<file path="src/rtl/mrd_ctrl_pkg.sv">
// Shared types and constants for the mixed-radix DFT stage frame controller.
// Holds the frame state encoding and the legal frame-length check.
package mrd_ctrl_pkg;

    localparam int MRD_MAX_PTS = 1200;
    localparam int MRD_ADDR_W  = 11;
    localparam int MRD_PTS_W   = 12;

    typedef enum logic [2:0] {
        ST_IDLE    = 3'd0,
        ST_SINK    = 3'd1,
        ST_DISCARD = 3'd2,
        ST_CALC    = 3'd3,
        ST_SOURCE  = 3'd4
    } mrd_frm_state_e;

    function automatic logic mrd_len_legal(input logic [MRD_PTS_W-1:0] pts,
                                           input int max_pts);
        return (pts != 12'd0) && (pts <= MRD_PTS_W'(max_pts));
    endfunction

endpackage

</file>
<file path="src/rtl/mrd_delay_line.sv">
// Fixed-depth shift register with synchronous clear; carries the compute
// read strobe and address forward to line up with the butterfly write-back.
module mrd_delay_line #(
    parameter int DEPTH = 8,
    parameter int WIDTH = 12
) (
    input  logic             clk,
    input  logic             rst,
    input  logic             clr,
    input  logic [WIDTH-1:0] din,
    output logic [WIDTH-1:0] dout
);

    logic [WIDTH-1:0] stage_q [DEPTH];
    logic [WIDTH-1:0] stage_d [DEPTH];

    // Next-stage values: shift by one, or flush every stage on clear.
    always_comb begin
        if (clr) begin
            for (int i = 0; i < DEPTH; i++) begin
                stage_d[i] = {WIDTH{1'b0}};
            end
        end else begin
            stage_d[0] = din;
            for (int i = 1; i < DEPTH; i++) begin
                stage_d[i] = stage_q[i-1];
            end
        end
    end

    // Stage registers.
    always_ff @(posedge clk) begin
        if (rst) begin
            for (int i = 0; i < DEPTH; i++) begin
                stage_q[i] <= {WIDTH{1'b0}};
            end
        end else begin
            for (int i = 0; i < DEPTH; i++) begin
                stage_q[i] <= stage_d[i];
            end
        end
    end

    assign dout = stage_q[DEPTH-1];

endmodule

</file>
<file path="src/rtl/mrd_frame_ctrl.sv">
// Frame sequencer for one mixed-radix DFT stage: sinks a frame into the stage
// RAM, sweeps it through the butterfly pipeline, then streams it out.
module mrd_frame_ctrl
    import mrd_ctrl_pkg::*;
#(
    parameter int MAX_PTS  = MRD_MAX_PTS,
    parameter int CALC_LAT = 8
) (
    input  logic                  clk,
    input  logic                  rst,
    input  logic                  in_valid,
    input  logic                  in_sop,
    input  logic                  in_eop,
    input  logic [MRD_PTS_W-1:0]  in_dftpts,
    input  logic                  in_inverse,
    output logic                  in_ready,
    input  logic                  out_ready,
    output logic                  out_valid,
    output logic                  out_sop,
    output logic                  out_eop,
    output logic                  ram_wr_en,
    output logic [MRD_ADDR_W-1:0] ram_wr_addr,
    output logic                  ram_rd_en,
    output logic [MRD_ADDR_W-1:0] ram_rd_addr,
    output logic [MRD_PTS_W-1:0]  cfg_dftpts,
    output logic                  cfg_inverse,
    output logic                  is_sink_stat,
    output logic                  is_rd_stat,
    output logic                  is_wr_stat,
    output logic                  is_source_stat,
    output logic                  err_len,
    output logic                  err_cfg
);

    localparam logic [MRD_ADDR_W-1:0] LAT_A = MRD_ADDR_W'(CALC_LAT);
    localparam int DL_W = MRD_ADDR_W + 1;

    mrd_frm_state_e        state_q, state_d;
    logic [MRD_ADDR_W-1:0] cnt_q, cnt_d;
    logic [MRD_PTS_W-1:0]  cfg_dftpts_q, cfg_dftpts_d;
    logic                  cfg_inverse_q, cfg_inverse_d;
    logic                  out_valid_q, out_valid_d;
    logic                  out_sop_q, out_sop_d;
    logic                  out_eop_q, out_eop_d;
    logic                  err_len_q, err_len_d;
    logic                  err_cfg_q, err_cfg_d;

    logic [MRD_ADDR_W-1:0] n_m1_s;
    logic [MRD_ADDR_W-1:0] calc_last_s;
    logic                  accept_s;
    logic                  legal_s;
    logic                  calc_rd_s;
    logic                  src_rd_s;
    logic                  dl_clr_s;
    logic [DL_W-1:0]       dl_din_s;
    logic [DL_W-1:0]       dl_dout_s;

    assign n_m1_s      = cfg_dftpts_q[MRD_ADDR_W-1:0] - 11'd1;
    assign calc_last_s = n_m1_s + LAT_A;
    assign legal_s     = mrd_len_legal(in_dftpts, MAX_PTS);

    assign in_ready = (state_q == ST_IDLE) || (state_q == ST_SINK) || (state_q == ST_DISCARD);
    assign accept_s = in_valid && in_ready;

    // One shared counter: sink address, compute sweep, then source address.
    assign calc_rd_s = (state_q == ST_CALC) && (cnt_q <= n_m1_s);
    assign src_rd_s  = (state_q == ST_SOURCE) && out_ready && (cnt_q <= n_m1_s);

    assign dl_clr_s = (state_d == ST_CALC) && (state_q != ST_CALC);
    assign dl_din_s = {calc_rd_s, (calc_rd_s ? cnt_q : 11'd0)};

    mrd_delay_line #(
        .DEPTH (CALC_LAT),
        .WIDTH (DL_W)
    ) u_wb_delay (
        .clk  (clk),
        .rst  (rst),
        .clr  (dl_clr_s),
        .din  (dl_din_s),
        .dout (dl_dout_s)
    );

    // RAM port steering: sink writes, delayed write-back, compute and source reads.
    always_comb begin
        ram_wr_en   = 1'b0;
        ram_wr_addr = 11'd0;
        if ((state_q == ST_IDLE) && accept_s && in_sop && legal_s) begin
            ram_wr_en   = 1'b1;
            ram_wr_addr = 11'd0;
        end else if ((state_q == ST_SINK) && accept_s) begin
            ram_wr_en   = 1'b1;
            ram_wr_addr = cnt_q;
        end else if ((state_q == ST_CALC) && dl_dout_s[DL_W-1]) begin
            ram_wr_en   = 1'b1;
            ram_wr_addr = dl_dout_s[MRD_ADDR_W-1:0];
        end else begin
            ram_wr_en   = 1'b0;
            ram_wr_addr = 11'd0;
        end
        ram_rd_en   = calc_rd_s || src_rd_s;
        ram_rd_addr = (calc_rd_s || src_rd_s) ? cnt_q : 11'd0;
    end

    assign is_sink_stat   = (state_q == ST_SINK);
    assign is_rd_stat     = calc_rd_s;
    assign is_wr_stat     = (state_q == ST_CALC) && dl_dout_s[DL_W-1];
    assign is_source_stat = (state_q == ST_SOURCE);

    // Next-state, counter, configuration and registered-output logic.
    always_comb begin
        state_d       = state_q;
        cnt_d         = cnt_q;
        cfg_dftpts_d  = cfg_dftpts_q;
        cfg_inverse_d = cfg_inverse_q;
        err_len_d     = 1'b0;
        err_cfg_d     = 1'b0;
        out_valid_d   = src_rd_s;
        out_sop_d     = src_rd_s && (cnt_q == 11'd0);
        out_eop_d     = src_rd_s && (cnt_q == n_m1_s);
        case (state_q)
            ST_IDLE: begin
                if (accept_s && in_sop) begin
                    if (legal_s) begin
                        cfg_dftpts_d  = in_dftpts;
                        cfg_inverse_d = in_inverse;
                        // The SOP beat is beat 0 and obeys the same end-of-frame rules.
                        if (in_dftpts == 12'd1) begin
                            state_d   = ST_CALC;
                            cnt_d     = 11'd0;
                            err_len_d = !in_eop;
                        end else if (in_eop) begin
                            state_d   = ST_IDLE;
                            cnt_d     = 11'd0;
                            err_len_d = 1'b1;
                        end else begin
                            state_d = ST_SINK;
                            cnt_d   = 11'd1;
                        end
                    end else begin
                        err_cfg_d = 1'b1;
                        state_d   = in_eop ? ST_IDLE : ST_DISCARD;
                        cnt_d     = 11'd0;
                    end
                end else begin
                    state_d = ST_IDLE;
                end
            end
            ST_SINK: begin
                if (accept_s) begin
                    if (cnt_q == n_m1_s) begin
                        state_d   = ST_CALC;
                        cnt_d     = 11'd0;
                        err_len_d = !in_eop;
                    end else if (in_eop) begin
                        state_d   = ST_IDLE;
                        cnt_d     = 11'd0;
                        err_len_d = 1'b1;
                    end else begin
                        cnt_d = cnt_q + 11'd1;
                    end
                end else begin
                    state_d = ST_SINK;
                end
            end
            ST_DISCARD: begin
                if (accept_s && in_eop) begin
                    state_d = ST_IDLE;
                end else begin
                    state_d = ST_DISCARD;
                end
            end
            ST_CALC: begin
                if (cnt_q == calc_last_s) begin
                    state_d = ST_SOURCE;
                    cnt_d   = 11'd0;
                end else begin
                    cnt_d = cnt_q + 11'd1;
                end
            end
            ST_SOURCE: begin
                if (out_eop_q) begin
                    state_d = ST_IDLE;
                    cnt_d   = 11'd0;
                end else if (src_rd_s) begin
                    cnt_d = cnt_q + 11'd1;
                end else begin
                    cnt_d = cnt_q;
                end
            end
            default: begin
                state_d = ST_IDLE;
                cnt_d   = 11'd0;
            end
        endcase
    end

    // State, counter, configuration and output registers.
    always_ff @(posedge clk) begin
        if (rst) begin
            state_q       <= ST_IDLE;
            cnt_q         <= 11'd0;
            cfg_dftpts_q  <= 12'd0;
            cfg_inverse_q <= 1'b0;
            out_valid_q   <= 1'b0;
            out_sop_q     <= 1'b0;
            out_eop_q     <= 1'b0;
            err_len_q     <= 1'b0;
            err_cfg_q     <= 1'b0;
        end else begin
            state_q       <= state_d;
            cnt_q         <= cnt_d;
            cfg_dftpts_q  <= cfg_dftpts_d;
            cfg_inverse_q <= cfg_inverse_d;
            out_valid_q   <= out_valid_d;
            out_sop_q     <= out_sop_d;
            out_eop_q     <= out_eop_d;
            err_len_q     <= err_len_d;
            err_cfg_q     <= err_cfg_d;
        end
    end

    assign cfg_dftpts  = cfg_dftpts_q;
    assign cfg_inverse = cfg_inverse_q;
    assign out_valid   = out_valid_q;
    assign out_sop     = out_sop_q;
    assign out_eop     = out_eop_q;
    assign err_len     = err_len_q;
    assign err_cfg     = err_cfg_q;

endmodule

</file>
<file path="config.mk">
export PLATFORM = sky130hd
export DESIGN_NAME = mrd_frame_ctrl
export DESIGN_NICKNAME = d
export VERILOG_FILES = /design/src/rtl/mrd_ctrl_pkg.sv /design/src/rtl/mrd_delay_line.sv /design/src/rtl/mrd_frame_ctrl.sv
export SDC_FILE = /design/constraint.sdc
export NUM_CORES = 1
export LEC_CHECK = 0
export CAP_MARGIN = 40
export CORE_ASPECT_RATIO = 1.2
export CORE_MARGIN = 10
export CORE_UTILIZATION = 35
export DETAILED_ROUTE_END_ITERATION = 10
export SLEW_MARGIN = 20
export SYNTH_ARGS = -nofsm -noshare
export SYNTH_HDL_FRONTEND = slang
export SYNTH_SLANG_ARGS = --single-unit
export TNS_END_PERCENT = 30
</file>
<file path="constraint.sdc">
create_clock -name clk -period 5.1 [get_ports clk]
set_input_delay 1.02 -clock clk [delete_from_list [all_inputs] [get_ports clk]]
set_output_delay 1.02 -clock clk [all_outputs]
set_load 0.02 [all_outputs]
</file>
-- After elaboration in Yosys (flattened, before gate mapping)
Memories as Yosys holds them, arrays and structs flattened.
Index checks and enable logic that the tools add are counted.
- add/sub/neg operators: 3
- multiply operators: 0
- div/mod/pow operators: 0
- $lt $le $gt $ge: 2
- equal/unequal tests: 12
- shift operators: 0
- multiplexer cells: 51
- bitwise logic cells: 11
- reduce and logical (&&, ||, !) cells: 25
- operators with widths (operator ; number):
    2-to-1 mux 11 bit ; 13
    2-to-1 mux 12 bit ; 8
    2-to-1 mux 96 bit ; 1
    case mux 11 bit (5 select lines) ; 1
    == test 11 bit ; 2
    2-to-1 mux 3 bit ; 7
    2-to-1 mux 1 bit ; 16
    logical AND 1 bit ; 15
    case mux 3 bit (5 select lines) ; 1
    == test 12 x 1 -> 1 bit (second input constant) ; 1
    <= comparator 12 x 11 -> 1 bit (second input constant) ; 1
    nonzero test 12 bit ; 1
    adder 11 x 1 -> 11 bit (second input constant) ; 1
    adder 11 x 4 -> 11 bit (second input constant) ; 1
    <= comparator 11 bit ; 1
    zero test 11 bit ; 1
    subtractor 11 x 1 -> 11 bit (second input constant) ; 1
    == test 3 x 2 -> 1 bit (second input constant) ; 3
    OR 1 bit ; 8
    2-to-1 mux 2 bit ; 3
    inequality test 2 x 1 -> 1 bit (second input constant) ; 2
    AND reduction 4 bit ; 1
    == test 3 x 1 -> 1 bit (second input constant) ; 1
    == test 3 bit (second input constant) ; 1
    other kinds (9) ; 13
- bits in registers: 32
- latch bits: 0
- memory bits (writable): 96
- memory bits (read-only): 0
- input port bits: 19
- output and inout port bits: 47
- word-level logic and storage cells: 114
- memories: 1
- memories (name ; depth ; bits a word ; rd ports ; clocked after memory_dff ; write ports ; RTL line ; source):
    u_wb_delay.stage_q ; 8 ; 12 ; 8 ; 0 ; 8 ; mrd_delay_line.sv:14 ; logic [WIDTH-1:0] stage_q [DEPTH];

-- Logic depth before layout (Yosys ltp)
Gate-level depths: netlist of the first run.
- word-level depth: 11
- depth in mapped cells: 16
- mapped depth without buffers: 14

-- Cells and area by module
From an unflattened synthesis of the first run, not the netlist that was laid out.
- cells, all modules: 561
- area, all modules: 5861.9 sq um
- by module, submodules not included (module ; times used ; cells each ; area an instance (sq um) ; sequential area each (sq um)):
    mrd_delay_line ; 1 ; 226 ; 3111.7 ; 1921.8
    mrd_frame_ctrl ; 1 ; 335 ; 2750.1 ; 640.6

-- Least setup slack after synthesis of the first run
Ideal clock, no wire load.
- path type: reg-to-output
- start: register cfg_dftpts_q[0] (netlist: cfg_dftpts[0])
- end: output ram_rd_addr[1]
- data arrival time: 4.058 ns
- data required time: 4.080 ns
- slack: 0.022 ns
- stages on the path, launching flop included: 13
- buffers on the path: 1
- cell sequence: dfxtp_1 inv_1 ha_1 or3b_1 or4b_1 xor2_1 ha_1 nand4_1 nor4_1 nor2_1 a21oi_1 clkbuf_1 and2_1
- word-level cells in the longest chain between the ends: 5
- elaborated cells on any way between the ends: 6
- classes of those cells: add/sub (1); order compare (1); mux (1); reduce/logical (3)
- RTL lines (what ; RTL line ; source):
    start: declaration ; mrd_frame_ctrl.sv:40 ; logic [MRD_PTS_W-1:0] cfg_dftpts_q, cfg_dftpts_d;
    start signal: assignment ; mrd_frame_ctrl.sv:212 ; cfg_dftpts_q <= cfg_dftpts_d;
    subtractor 11 x 1 -> 11 bit (*) ; mrd_frame_ctrl.sv:58 ; assign n_m1_s = cfg_dftpts_q[MRD_ADDR_W-1:0] - 11'd1;
    <= comparator 11 bit (*) ; mrd_frame_ctrl.sv:66, mrd_frame_ctrl.sv:67 ;
    logical AND 1 bit, on equally long branches ; mrd_frame_ctrl.sv:66, mrd_frame_ctrl.sv:67 ;
    logical OR 1 bit (*) ; - ;
    named net ram_rd_en ; mrd_frame_ctrl.sv:23 ; output logic ram_rd_en,
    2-to-1 mux 11 bit (*) ; mrd_frame_ctrl.sv:101 ; ram_rd_addr = (calc_rd_s || src_rd_s) ? cnt_q : 11'd0;
    end: declaration ; mrd_frame_ctrl.sv:24 ; output logic [MRD_ADDR_W-1:0] ram_rd_addr,
The timed path passes the listed nets; every way through them passes the cells marked *.

-- Worst setup path in the final report of the first run
- start: register cfg_dftpts_q[0] (netlist: cfg_dftpts[0])
- end: output ram_rd_addr[4]
- word-level cells in the longest chain between the ends: 5
- elaborated cells on any way between the ends: 6
- classes of those cells: add/sub (1); order compare (1); mux (1); reduce/logical (3)
- RTL lines (what ; RTL line):
    subtractor 11 x 1 -> 11 bit (*) ; mrd_frame_ctrl.sv:58
    <= comparator 11 bit (*) ; mrd_frame_ctrl.sv:66, mrd_frame_ctrl.sv:67
    logical AND 1 bit, on equally long branches ; mrd_frame_ctrl.sv:66, mrd_frame_ctrl.sv:67
    logical OR 1 bit (*) ; mrd_frame_ctrl.sv:101
    2-to-1 mux 11 bit (*) ; mrd_frame_ctrl.sv:101
Mark *: on every way between the ends. The rest lies on a longest branch, timed or not.

==> results.md, run 1 <==
* Status: finished clean
* Yosys cell types at 59
* Worst skew pair latency at 0.42 ns
* Drt wl/cell at 14.96 um
* First DRT Iteration DRCs at 198
* I/O Buffers at 65
* Initial Utilization at 35.38%
* Met1 usage at 14.09%
* Power Dens Cells at 353.5 nW/um^2
* Max Root-Sink Buffers at 2
* Post-synth ARST share at 0%
* Synth warn at 0
* GR Util All Layers at 12.43%
* Hold WC Path Type: reg2reg
* Slew Limit Fails at 0
* Initial antenna violation count at 0
* Die area at 20,390 sq um
* Hold buffers post-CTS at 0
* Leak pwr at 0.002701 uW
* Max-cap violations at 0
* Post-synthesis register bit count at 128
* CTS sink cnt at 128
* Vias in the first global route at 3,965
* Row cnt at 49
* M3 GR Usage at 4.537%
* Critical-path top delay cell: or4b_1
* Max VDD drop at 160.1 uV
* Share of layout cells above drive strength 1 at 10.29%
* Crit-path max cell delay at 0.59 ns
* DRC at 0
* Core Region at 14,900 sq um
* Final nets at 645
* Grt ovf at 0
* Vert. Die Dim at 154.4 um
* Post-Syn Area at 5271 sq um
* FF-to-FF setup slack at 0.83 ns
* Die X at 132.0 um
* CTS buffer count at 17
* Fillcell total at 1,451
* Layout Skew at 0.006087 ns
* Multi-input gate area in the final layout at 2491 sq um
* H-tree lvl count at 4
* Main synth FF type: dfxtp_1
* Final min period at 4.959 ns
* Drt pass-1 iters at 4
* Crit. End Element: primary output
* CP Class: reg2out
* Syn nets at 579
* Syn_area_per_cell at 9.708 sq um
* Slew HR at 43.32%
* Slew of the pin with the lowest slew margin at 0.8437 ns
* Clk slew on worst S/H paths at 0.06 ns
* Critical Path, Cell by Cell: inv_1 -> ha_1 -> or3b_1 -> or4b_1 -> xor2_1 -> ha_1 -> nand4_1 -> nor4_2 -> nor2_1 -> a21oi_1 -> buf_4 -> and2_1 -> clkdlybuf4s15_1
* CP Data Required Time at 4.08 ns
* DP Wirelength at 8689 um
* Final setup fails at 0
* Highest clock rate at 0.2016 GHz
* Final Hold Fails at 0
* Hold_ws at 0.4195 ns
* FF+latch area at 2562 sq um
* Largest net degree at the start of global routing at 85
* Unrepaired setup endpoints after global routing: true
* Buf/Inv on CP at 3
* CP arrival at 3.94 ns
* Final wirelength at 12,360 um
* CP Max Fanout at 12
* RePlAce Congestion at 0.8309
* Number of synthesized flops with an enable pin at 0
* Antenna diode count at 0
* First-pass GRT wire length at 20,280 um
* Io pins at 66
* Kind of cell adding the most delay to the critical path: simple AND/OR/NAND/NOR gates
* CTS tree: yes
* Routed vias/inst at 4.797
* CTS root buf: clkbuf_16
* Most used cell, CP: ha_1
* GRT Max-Usage Layer: met2
* Pwr Total at 2356 uW
* Mapped Cells at 543
* Crit share post-route at 97.24%
* Worst Setup Start Kind: flip-flop
* Met2 global-route usage at 20.17%
* Synthesis-to-layout area growth at 26.39%
* Post-route ant nets at 0
* Vias at 3,962
* Sequential share of the synthesized area at 48.61%
-- final cells by class --
| type | instances | share of cell area [%] |
|---|---|---|
| sequential | 128 | 38.46 |
| multi-input combinational | 365 | 37.39 |
| timing repair buffer | 80 | 10.67 |
| clock buffer | 20 | 6.704 |
| tap | 204 | 3.831 |
| clock inverter | 12 | 1.991 |
| inverter | 17 | 0.9577 |
-- power by group --
part | switching (uW) | internal [uW]
Combinational | 91.4 | 74.0
Clock | 444 | 733
Sequential | 7.80 | 1000
-- routing by layer --
layer	share of wire [%]	vias to the layer above
li1	-	1982
met1	46	1858
met2	45	99
met3	7.1	23
met4	2.1	0
met5	0	-
-- synth_stat cells, drive strengths merged (3+ instances only) --
| cell type | n | share of area [%] |
|---|---|---|
| inv | 17 | 1.2 |
| nor2 | 33 | 2.3 |
| or4 | 3 | 0.50 |
| or3 | 3 | 0.36 |
| ha | 17 | 4.0 |
| xnor2 | 16 | 2.7 |
| mux2i | 12 | 2.3 |
| and2 | 104 | 12 |
| clkbuf | 21 | 1.5 |
| o21ai | 12 | 1.1 |
| nand2 | 26 | 1.9 |
| o31ai | 4 | 0.57 |
| and3 | 5 | 0.59 |
| nand3 | 9 | 0.85 |
| o211ai | 10 | 1.4 |
| a211oi | 3 | 0.43 |
| nor3b | 3 | 0.43 |
| a31oi | 5 | 0.59 |
| a21oi | 13 | 1.2 |
| a22o | 11 | 1.8 |
| dfxtp | 128 | 49 |
| nor4 | 11 | 1.3 |
| buf | 12 | 1.9 |
| nor2b | 4 | 0.47 |
| a21o | 3 | 0.43 |
| nor3 | 17 | 1.7 |
| xor2 | 7 | 1.2 |
-- cell usage in the layout (no fill, tap or decap), types with 4 or more instances in the layout --
cell type and instances:
a22o_1 11, nand3_1 9, nor3_1 15, o21ai_0 11, mux2i_1 12, xnor2_1 16, nand2_1 26, dfxtp_1 128
inv_1 17, o211ai_1 10, nor2_1 33, a21oi_1 13, clkbuf_2 10, and2_1 104, nor2b_1 4, clkbuf_16 17
xor2_1 7, buf_4 15, o31ai_1 4, and3_1 5, nor4_1 10, clkdlybuf4s50_1 52, ha_1 17, a31oi_1 5
-- worst paths after layout --
path | start | endpoint | cells past startpoint
min reg2reg | u_wb_delay.stage_q[3][7] | u_wb_delay.stage_q[4][7] | 1
min | u_wb_delay.stage_q[3][7] | u_wb_delay.stage_q[4][7] | 1
max | cfg_dftpts[0] | ram_rd_addr[4] | 13
max reg2reg | cfg_dftpts[0] | u_wb_delay.stage_q[7][7] | 17
-- worst reg2reg max path: cells and delay by family, from the launching register on --
family / cells / cell delay, ns
flops: 1 / 0.36
compound gates: 2 / 0.17
xor+xnor: 1 / 0.17
buf+inv: 5 / 0.80
simple gates: 7 / 2.21
fa+ha+maj: 2 / 0.46
-- sequential cells by signal, summed over array words and instances, names as in the netlist --
register	flops
err_len	1
out_valid	1
cfg_inverse	1
u_wb_delay.stage_q	96
out_eop	1
err_cfg	1
out_sop	1
cnt_q	11
cfg_dftpts	12
state_q	3
-- cells by family (layout without fill, tap and decap cells) --
| group | after synthesis | count (layout) | synth area share [%] |
|---|---|---|---|
| AOI/OAI and AO/OA | 78 | 78 | 10.44 |
| xor gates and xnor gates | 26 | 26 | 5.127 |
| adders and majority gates | 17 | 17 | 4.035 |
| buffers and inverters | 50 | 129 | 4.652 |
| DFF | 128 | 128 | 48.61 |
| muxes | 13 | 13 | 2.492 |
| and+or+nand+nor | 231 | 231 | 24.64 |
-- per-stage QoR --
stage               area [sq um]  setup slack (ns)  setup TNS, ns  std cells  utilization (%)
finish                      6663            0.1408              0        826            44.72
global route                6663          -0.09225       -0.09752        826            44.72
CTS                         6686           0.09944              0        825            44.88
detailed placement          6117            0.2851              0        793            41.06
global placement            6110            0.3585              0        792            41.01
floorplan                   5271           0.02159              0        543                -
-- timing repair --
| item | CTS | global route |
|---|---|---|
| endpoints found under the setup margin | 13 | 11 |
| pin swaps | 0 | 2 |
| buffers inserted | 0 | 1 |
| gates resized for setup | 14 | 22 |
Note: power is estimated with default switching activity, not from simulation.
==> run 2, diff against run 1 <==
--- a/config.mk
+++ b/config.mk
@@ -5,7 +5,7 @@
 export SDC_FILE = /design/constraint.sdc
 export NUM_CORES = 1
 export LEC_CHECK = 0
-export CAP_MARGIN = 40
+export CAP_MARGIN = 20
 export CORE_ASPECT_RATIO = 1.2
 export CORE_MARGIN = 10
 export CORE_UTILIZATION = 35
==> run 2 against run 1 <==
Clock power fell by 8%. Register-to-register slack improved by 0.02 ns. Fmax rose by 1.4%. Die area did not move. Largest power group unchanged. Hold slack improved by 0.0020 ns. Setup slack improved by 0.070 ns. First-iteration DRC count rose by 16%. Global-route usage rose by 0.11 points. Via count barely moved. Highest routed layer unchanged. Clock skew rose by 0.0055 ns.
==> results.md, run 2 (synthesis results as in run 1) <==
* CP Data Required Time at 4.08 ns (about the same)
* First DRT Iteration DRCs at 230 (+16%)
* Antenna diode count at 0 (unchanged)
* Final Hold Fails at 0 (unchanged)
* Largest register FFs at 96 (unchanged)
* Slew Limit Fails at 0 (unchanged)
* Critical Path, Cell by Cell: inv_1 -> ha_1 -> or3b_4 -> or4b_1 -> xor2_1 -> ha_1 -> nand4_1 -> nor4_2 -> nor2_1 -> buf_4 -> nor2_1 -> dlygate4sd2_1
* Hold WC Path Type: reg2reg
* Largest Register: u_wb_delay.stage_q
* Synthesis-to-layout area growth at 25.33%
* First-pass GRT wire length at 20,400 um (+0.58%)
* Initial antenna violation count at 0 (unchanged)
* Setup Total Neg Slack at 0 ns (unchanged)
* GR Util All Layers at 12.54% (+0.11 points)
* Post-route ant nets at 0 (unchanged)
* Share of layout cells above drive strength 1 at 10.47% (+0.18 points)
* Crit. End Element: primary output
* RePlAce Congestion at 0.8309 (unchanged)
* Post-route cell area at 6606 sq um (-0.85%)
* Fillcell total at 1,429 (-1.5%)
* CTS buffer count at 17 (unchanged)
* Drt pass-1 iters at 4 (unchanged)
* DRC at 0 (unchanged)
* Critical-path top delay cell: or4b_1
* Vias at 3,964 (+0.050%)
* Vert. Die Dim at 154.4 um (unchanged)
* Most common library cell in the layout ignoring fill and taps: dfxtp_1
* Die area at 20,390 sq um (unchanged)
* Highest clock rate at 0.2045 GHz (+1.4%)
* Max Root-Sink Buffers at 2 (unchanged)
* Layout Skew at 0.01160 ns (+0.005516 ns)
* DP Wirelength at 8689 um (about the same)
* Final setup fails at 0 (unchanged)
* Initial Utilization at 35.38% (unchanged)
* Clk slew on worst S/H paths at 0.06 ns (about the same)
* CTS root buf: clkbuf_16
* Io pins at 66 (unchanged)
* CTS tree: yes
* CP arrival at 3.87 ns (-0.07 ns)
* Final min period at 4.889 ns (-0.06979 ns)
* Worst Setup Start Kind: flip-flop
* Core Region at 14,900 sq um (unchanged)
* Vias in the first global route at 3,972 (+0.18%)
* Largest net degree at the start of global routing at 85 (unchanged)
* CP Class: reg2out
* Drt wl/cell at 15.03 um (+0.45%)
* Status: finished clean
* Die X at 132.0 um (unchanged)
* Crit-path max cell delay at 0.57 ns (-0.02 ns)
* H-tree lvl count at 4 (unchanged)
* Final nets at 644 (-0.16%)
* Slew HR at 34.44% (-8.9 points)
* Unrepaired setup endpoints after global routing: false
* Grt ovf at 0 (unchanged)
* Max-cap violations at 0 (unchanged)
* Buf/Inv on CP at 3 (unchanged)
* Leak pwr at 0.002664 uW (-1.3%)
* Power Dens Cells at 341.6 nW/um^2 (-3.4%)
* Worst skew pair latency at 0.42 ns (about the same)
* Slew of the pin with the lowest slew margin at 0.9798 ns (+0.1361 ns)
* CTS sink cnt at 128 (unchanged)
* CP Max Fanout at 6 (-6)
* Routed vias/inst at 4.805 (+0.17%)
* Kind of cell adding the most delay to the critical path: simple AND/OR/NAND/NOR gates
* Final wirelength at 12,400 um (+0.33%)
* Row cnt at 49 (unchanged)
* Area after DPL at 6110 sq um (-0.12%)
* Max VDD drop at 207.1 uV (+29%)
* Most frequent cells in the layout: dfxtp_1 (128), and2_1 (104), clkdlybuf4s50_1 (52)
* I/O Buffers at 65 (unchanged)
* Crit share post-route at 95.87% (-1.4 points)
[run 2: changes by cell type in the layout (fill, tap and decap cells not counted)]
cell and delta:
buf_4 -1, or3b_4 +1, clkinv_2 +1, bufinv_16 -2, dlygate4sd2_1 -1, clkbuf_2 +1, clkinvlp_4 +1, or3b_1 -1
[run 2: stage by stage]
step	std cells	hold WS, ns	utilization [%]	worst slack [ns]	power (uW)
after global placement	792	0.4076	41.01	0.3585	1196
final	825	0.4214	44.34	0.2106	2257
after floorplan	543	0.4057	-	0.02159	1152
after CTS	825	0.4233	44.56	0.02899	2281
after global routing	825	0.4315	44.34	0.01495	2346
after detailed placement	792	0.4113	41.01	0.2315	1199
[run 2: where the power goes]
part	switching (uW)	leakage (uW)	total [uW]	internal [uW]
registers	7.84	0.00103	1010	1000
logic	91.4	0.00138	166	74.5
clock network	445	0.000253	1080	634
total	544	0.00266	2260	1710
[run 2: what timing repair did]
item | in CTS | in global routing
hold endpoints to repair | 0 | 0
gates cloned | 0 | 0
setup endpoints to repair | 13 | 13
hold buffers | 0 | 0
pin swaps | 1 | 2
setup buffers | 1 | 0
resized for setup | 14 | 25
[run 2: final timing paths]
kind	startpoint	to	slack (ns)	cells past startpoint
worst min register to register	u_wb_delay.stage_q[1][7]	u_wb_delay.stage_q[2][7]	0.42	1
worst max register to register	cfg_dftpts[0]	u_wb_delay.stage_q[6][9]	0.85	17
worst min-delay path	u_wb_delay.stage_q[1][7]	u_wb_delay.stage_q[2][7]	0.42	1
worst max-delay path	cfg_dftpts[0]	is_rd_stat	0.21	12
[run 2: worst reg2reg max path, cell delays in order, from the launching register on]
cell	delay [ns]
dfxtp_1	0.36
inv_1	0.10
ha_1	0.16
or3b_4	0.41
or4b_1	0.57
xor2_1	0.17
ha_1	0.30
nand4_1	0.20
nor4_2	0.37
buf_4	0.17
buf_4	0.13
inv_1	0.05
nor3_1	0.17
a21oi_1	0.08
nor2_1	0.18
o32ai_4	0.09
buf_4	0.34
and2_1	0.30
[run 2: final cells by class]
type | instances | area [sq um] | share of cell area (%)
flip-flops and latches | 128 | 2562 | 38.79
clock buffers | 20 | 446.7 | 6.761
repair buffers | 79 | 699.4 | 10.59
multi-input cells | 365 | 2494 | 37.75
inverters | 17 | 63.81 | 0.9659
clock inverters | 12 | 85.08 | 1.288
well taps | 204 | 255.2 | 3.864
[run 2: routing by layer]
| layer | wire length (um) | part of all wire, % | GRT usage [%] |
|---|---|---|---|
| met5 | 0 | 0 | 0 |
| met4 | 192 | 1.5 | 4.721 |
| met3 | 776 | 6.3 | 5.282 |
| met2 | 5728 | 46 | 20.63 |
| met1 | 5700 | 46 | 14.19 |
==> run 3, diff against run 2 <==
--- a/config.mk
+++ b/config.mk
@@ -5,11 +5,13 @@
 export SDC_FILE = /design/constraint.sdc
 export NUM_CORES = 1
 export LEC_CHECK = 0
+export ABC_AREA = 1
 export CAP_MARGIN = 20
 export CORE_ASPECT_RATIO = 1.2
 export CORE_MARGIN = 10
 export CORE_UTILIZATION = 35
 export DETAILED_ROUTE_END_ITERATION = 10
+export REMOVE_ABC_BUFFERS = 1
 export SLEW_MARGIN = 20
 export SYNTH_ARGS = -nofsm -noshare
 export SYNTH_HDL_FRONTEND = slang
==> run 3 against run 2 <==
Sequential power about the same. Design area up 13%. Clock-buffer cell count down 3. Synthesized cell count rose by 38%. Die area up 11%. Critical path depth increased by 3.
==> results.md, run 3 <==
* Final WS setup at 0.4046 ns (+0.1940 ns)
* Vias at 4,658 (+18%)
* Layout Skew at 0.008538 ns (-0.003065 ns)
* Most common library cell in the layout ignoring fill and taps: inv_1
* Yosys cell types at 35 (-41%)
* Final Instance Count excl. Fillers at 1,050 (+27%)
* Final setup fails at 0 (unchanged)
* CTS buffer count at 17 (unchanged)
* Max Root-Sink Buffers at 2 (unchanged)
* CP arrival at 3.68 ns (-0.19 ns)
* H-tree lvl count at 4 (unchanged)
* Worst Reg-to-Reg Cells at 19 (+2)
* Antenna diode count at 0 (unchanged)
* Pwr Total at 2556 uW (+13%)
* Clk slew on worst S/H paths at 0.06 ns (about the same)
* Post-cts resize count at 1 (-13)
* Reg2reg end: cnt_q[8]
* DRC at 0 (unchanged)
* Buf/Inv on CP at 3 (unchanged)
* Mapped Cells at 750 (+38%)
* Initial antenna violation count at 0 (unchanged)
* Leak pwr at 0.002910 uW (+9.2%)
* Pre-CTS setup slack at 0.3526 ns (+0.1212 ns)
* Slew of the pin with the lowest slew margin at 0.8521 ns (-0.1277 ns)
* Worst skew pair latency at 0.42 ns (about the same)
* Grt ovf at 0 (unchanged)
* Finished Core Util at 44.13% (-0.22 points)
* Worst Setup Start Kind: flip-flop
* Most used cell, CP: nor2_1
* Cell with the most instances after synthesis: inv_1
* Post-synth top cells: inv_1 (154), dfxtp_1 (128), nand2_1 (110), nor2_1 (81), nor2_4 (64)
* Final wirelength at 13,440 um (+8.4%)
* CP Max Fanout at 12 (+6)
* Slew HR at 42.99% (+8.5 points)
* FF-to-FF setup slack at 1.38 ns (+0.53 ns)
* CTS sink cnt at 128 (unchanged)
* Largest register FFs at 96 (unchanged)
* Max-cap violations at 0 (unchanged)
* Hold WC Path Type: reg2reg
* Die X at 139.3 um (+5.5%)
* Vert. Die Dim at 163.2 um (+5.7%)
* Share of layout cells above drive strength 1 at 15.59% (+5.1 points)
* CP Data Required Time at 4.08 ns (about the same)
* Core Region at 16,850 sq um (+13%)
* Vias in the first global route at 4,564 (+15%)
* Most frequent cells in the layout: inv_1 (154), dfxtp_1 (128), nand2_1 (110)
* Critical R2R Launch: cfg_dftpts[0]
* Final Hold Fails at 0 (unchanged)
* Largest Register: u_wb_delay.stage_q
* Routed vias/inst at 4.436 (-7.7%)
* Synth warn at 0 (unchanged)
* Post-CTS repair timing setup buffer count at 0 (-1)
* Kind of cell adding the most delay to the critical path: simple AND/OR/NAND/NOR gates
* Inst Count DP at 1,018 (+29%)
* I/O Buffers at 65 (unchanged)
* Post-synth ARST share at 0% (unchanged)
* Row cnt at 52 (+6.1%)
* Io pins at 66 (unchanged)
* DP Wirelength at 10,090 um (+16%)
* Crit-path max cell delay at 0.61 ns (+0.04 ns)
* Highest clock rate at 0.2130 GHz (+4.1%)
* First DRT Iteration DRCs at 279 (+21%)
* Setup Total Neg Slack at 0 ns (unchanged)
* Top cells by area, synth: dfxtp_1 (43%), nor2_4 (12%), inv_1 (9.7%)
* CTS tree: yes
* Critical Path, Cell by Cell: inv_2 -> ha_2 -> nand2_2 -> nor2_1 -> nand2_1 -> nand2_2 -> inv_2 -> ha_1 -> nand2_1 -> nor2_1 -> nand4_1 -> a21oi_1 -> nor2_4 -> nor2_1 -> clkdlybuf4s50_1
* Post-Syn Area at 5979 sq um (+13%)
* Hold Crit Start: u_wb_delay.stage_q[3][9]
* Largest net degree at the start of global routing at 45 (-47%)
* GR Util All Layers at 12.32% (-0.23 points)
* Crit. End Element: primary output
* Worst Hold Depth at 2 (+1)
* Synthesis-to-layout area growth at 24.36%
* Drt pass-1 iters at 4 (unchanged)
* Unrepaired setup endpoints after global routing: false
* CTS root buf: clkbuf_16
* Die area at 22,730 sq um (+11%)
* Critical-path top delay cell: clkdlybuf4s50_1
* Fillcell total at 1,653 (+16%)
* Number of synthesized flops with an enable pin at 0 (unchanged)
* Status: finished clean
* Post-synthesis register bit count at 128 (unchanged)
* Yosys top cell area share at 42.85% (-5.8 points)
* Main synth FF type: dfxtp_1
* Sequential share of the synthesized area at 42.85% (-5.8 points)
* Final min period at 4.695 ns (-0.1940 ns)
* Hold endpoint: u_wb_delay.stage_q[4][9]
* Slew Limit Fails at 0 (unchanged)
* Max VDD drop at 242.7 uV (+17%)
* CP Class: reg2out
* Syn_area_per_cell at 7.973 sq um (-18%)
* RePlAce Congestion at 0.8487 (+2.1%)
* Crit share post-route at 92.07% (-3.8 points)
* Hold buffers post-CTS at 0 (unchanged)
* Post-route ant nets at 0 (unchanged)
* Initial Utilization at 35.48% (+0.10 points)
* Drt wl/cell at 12.80 um (-15%)
* Final nets at 857 (+33%)
* First-pass GRT wire length at 22,590 um (+11%)
* Biggest area consumer among synthesized cells: dfxtp_1
* Power Dens Cells at 343.7 nW/um^2 (+0.61%)
==> run 3: tightest hold or removal path: stages (launching register included) <==
cell and delay (ns):
dfxtp_1 0.30, inv_1 0.04, nor2_1 0.03
==> run 3: worst max path at each step <==
| stage | slack, ns | start | endpoint | cells past startpoint |
|---|---|---|---|---|
| CTS | 0.14 | cfg_dftpts[0] | ram_rd_addr[10] | 18 |
| global placement | 0.49 | cfg_dftpts[0] | ram_rd_en | 18 |
| detailed placement | 0.35 | cfg_dftpts[0] | ram_rd_addr[10] | 18 |
| floorplan | 0.30 | in_dftpts[0] | u_wb_delay.stage_q[4][0] | 16 |
| finish | 0.40 | cfg_dftpts[0] | ram_rd_addr[10] | 15 |
| global route | 0.02 | cfg_dftpts[0] | ram_rd_addr[9] | 18 |
==> run 3: metal layers <==
metal,global-route usage [%],wire length [um],up-vias
met2,22.44,7074,58
met4,7.028,486,0
met5,0,0,-
met3,2.933,435,30
li1,-,-,2424
met1,12.66,5446,2146
==> run 3: cells by family (layout without fill, tap and decap cells) <==
group / Yosys count / in the layout / synth area share, %
buffers and inverters: 182 / 266 / 13.27
adders and majority gates: 17 / 17 / 3.557
and+or+nand+nor: 339 / 339 / 31.99
xor gates and xnor gates: 9 / 9 / 1.318
AOI/OAI and AO/OA: 75 / 75 / 7.010
DFF: 128 / 128 / 42.85
==> run 3: stage by stage <==
| step | instance area, sq um | hold slack [ns] |
|---|---|---|
| finish | 7436 | 0.4051 |
| detailed placement | 6804 | 0.3987 |
| floorplan | 5787 | 0.3936 |
| CTS | 7428 | 0.4082 |
| global placement | 6804 | 0.3948 |
| global route | 7436 | 0.4273 |
==> run 3: cell type report <==
cell class	count	area (sq um)	share of cell area, %
Sequential cell	128	2562	34.46
Clock buffer	17	425.4	5.721
Clock inverter	15	196.4	2.642
Inverter	160	600.6	8.077
Tap cell	216	270.3	3.635
Multi-Input combinational cell	440	2650	35.64
Timing Repair Buffer	74	730.7	9.827
==> run 3: power breakdown <==
group,total (uW),internal [uW],switching [uW]
Clock,1270,785,484
Combinational,273,95.6,177
Sequential,1010,1010,8.14
Total,2560,1890,669
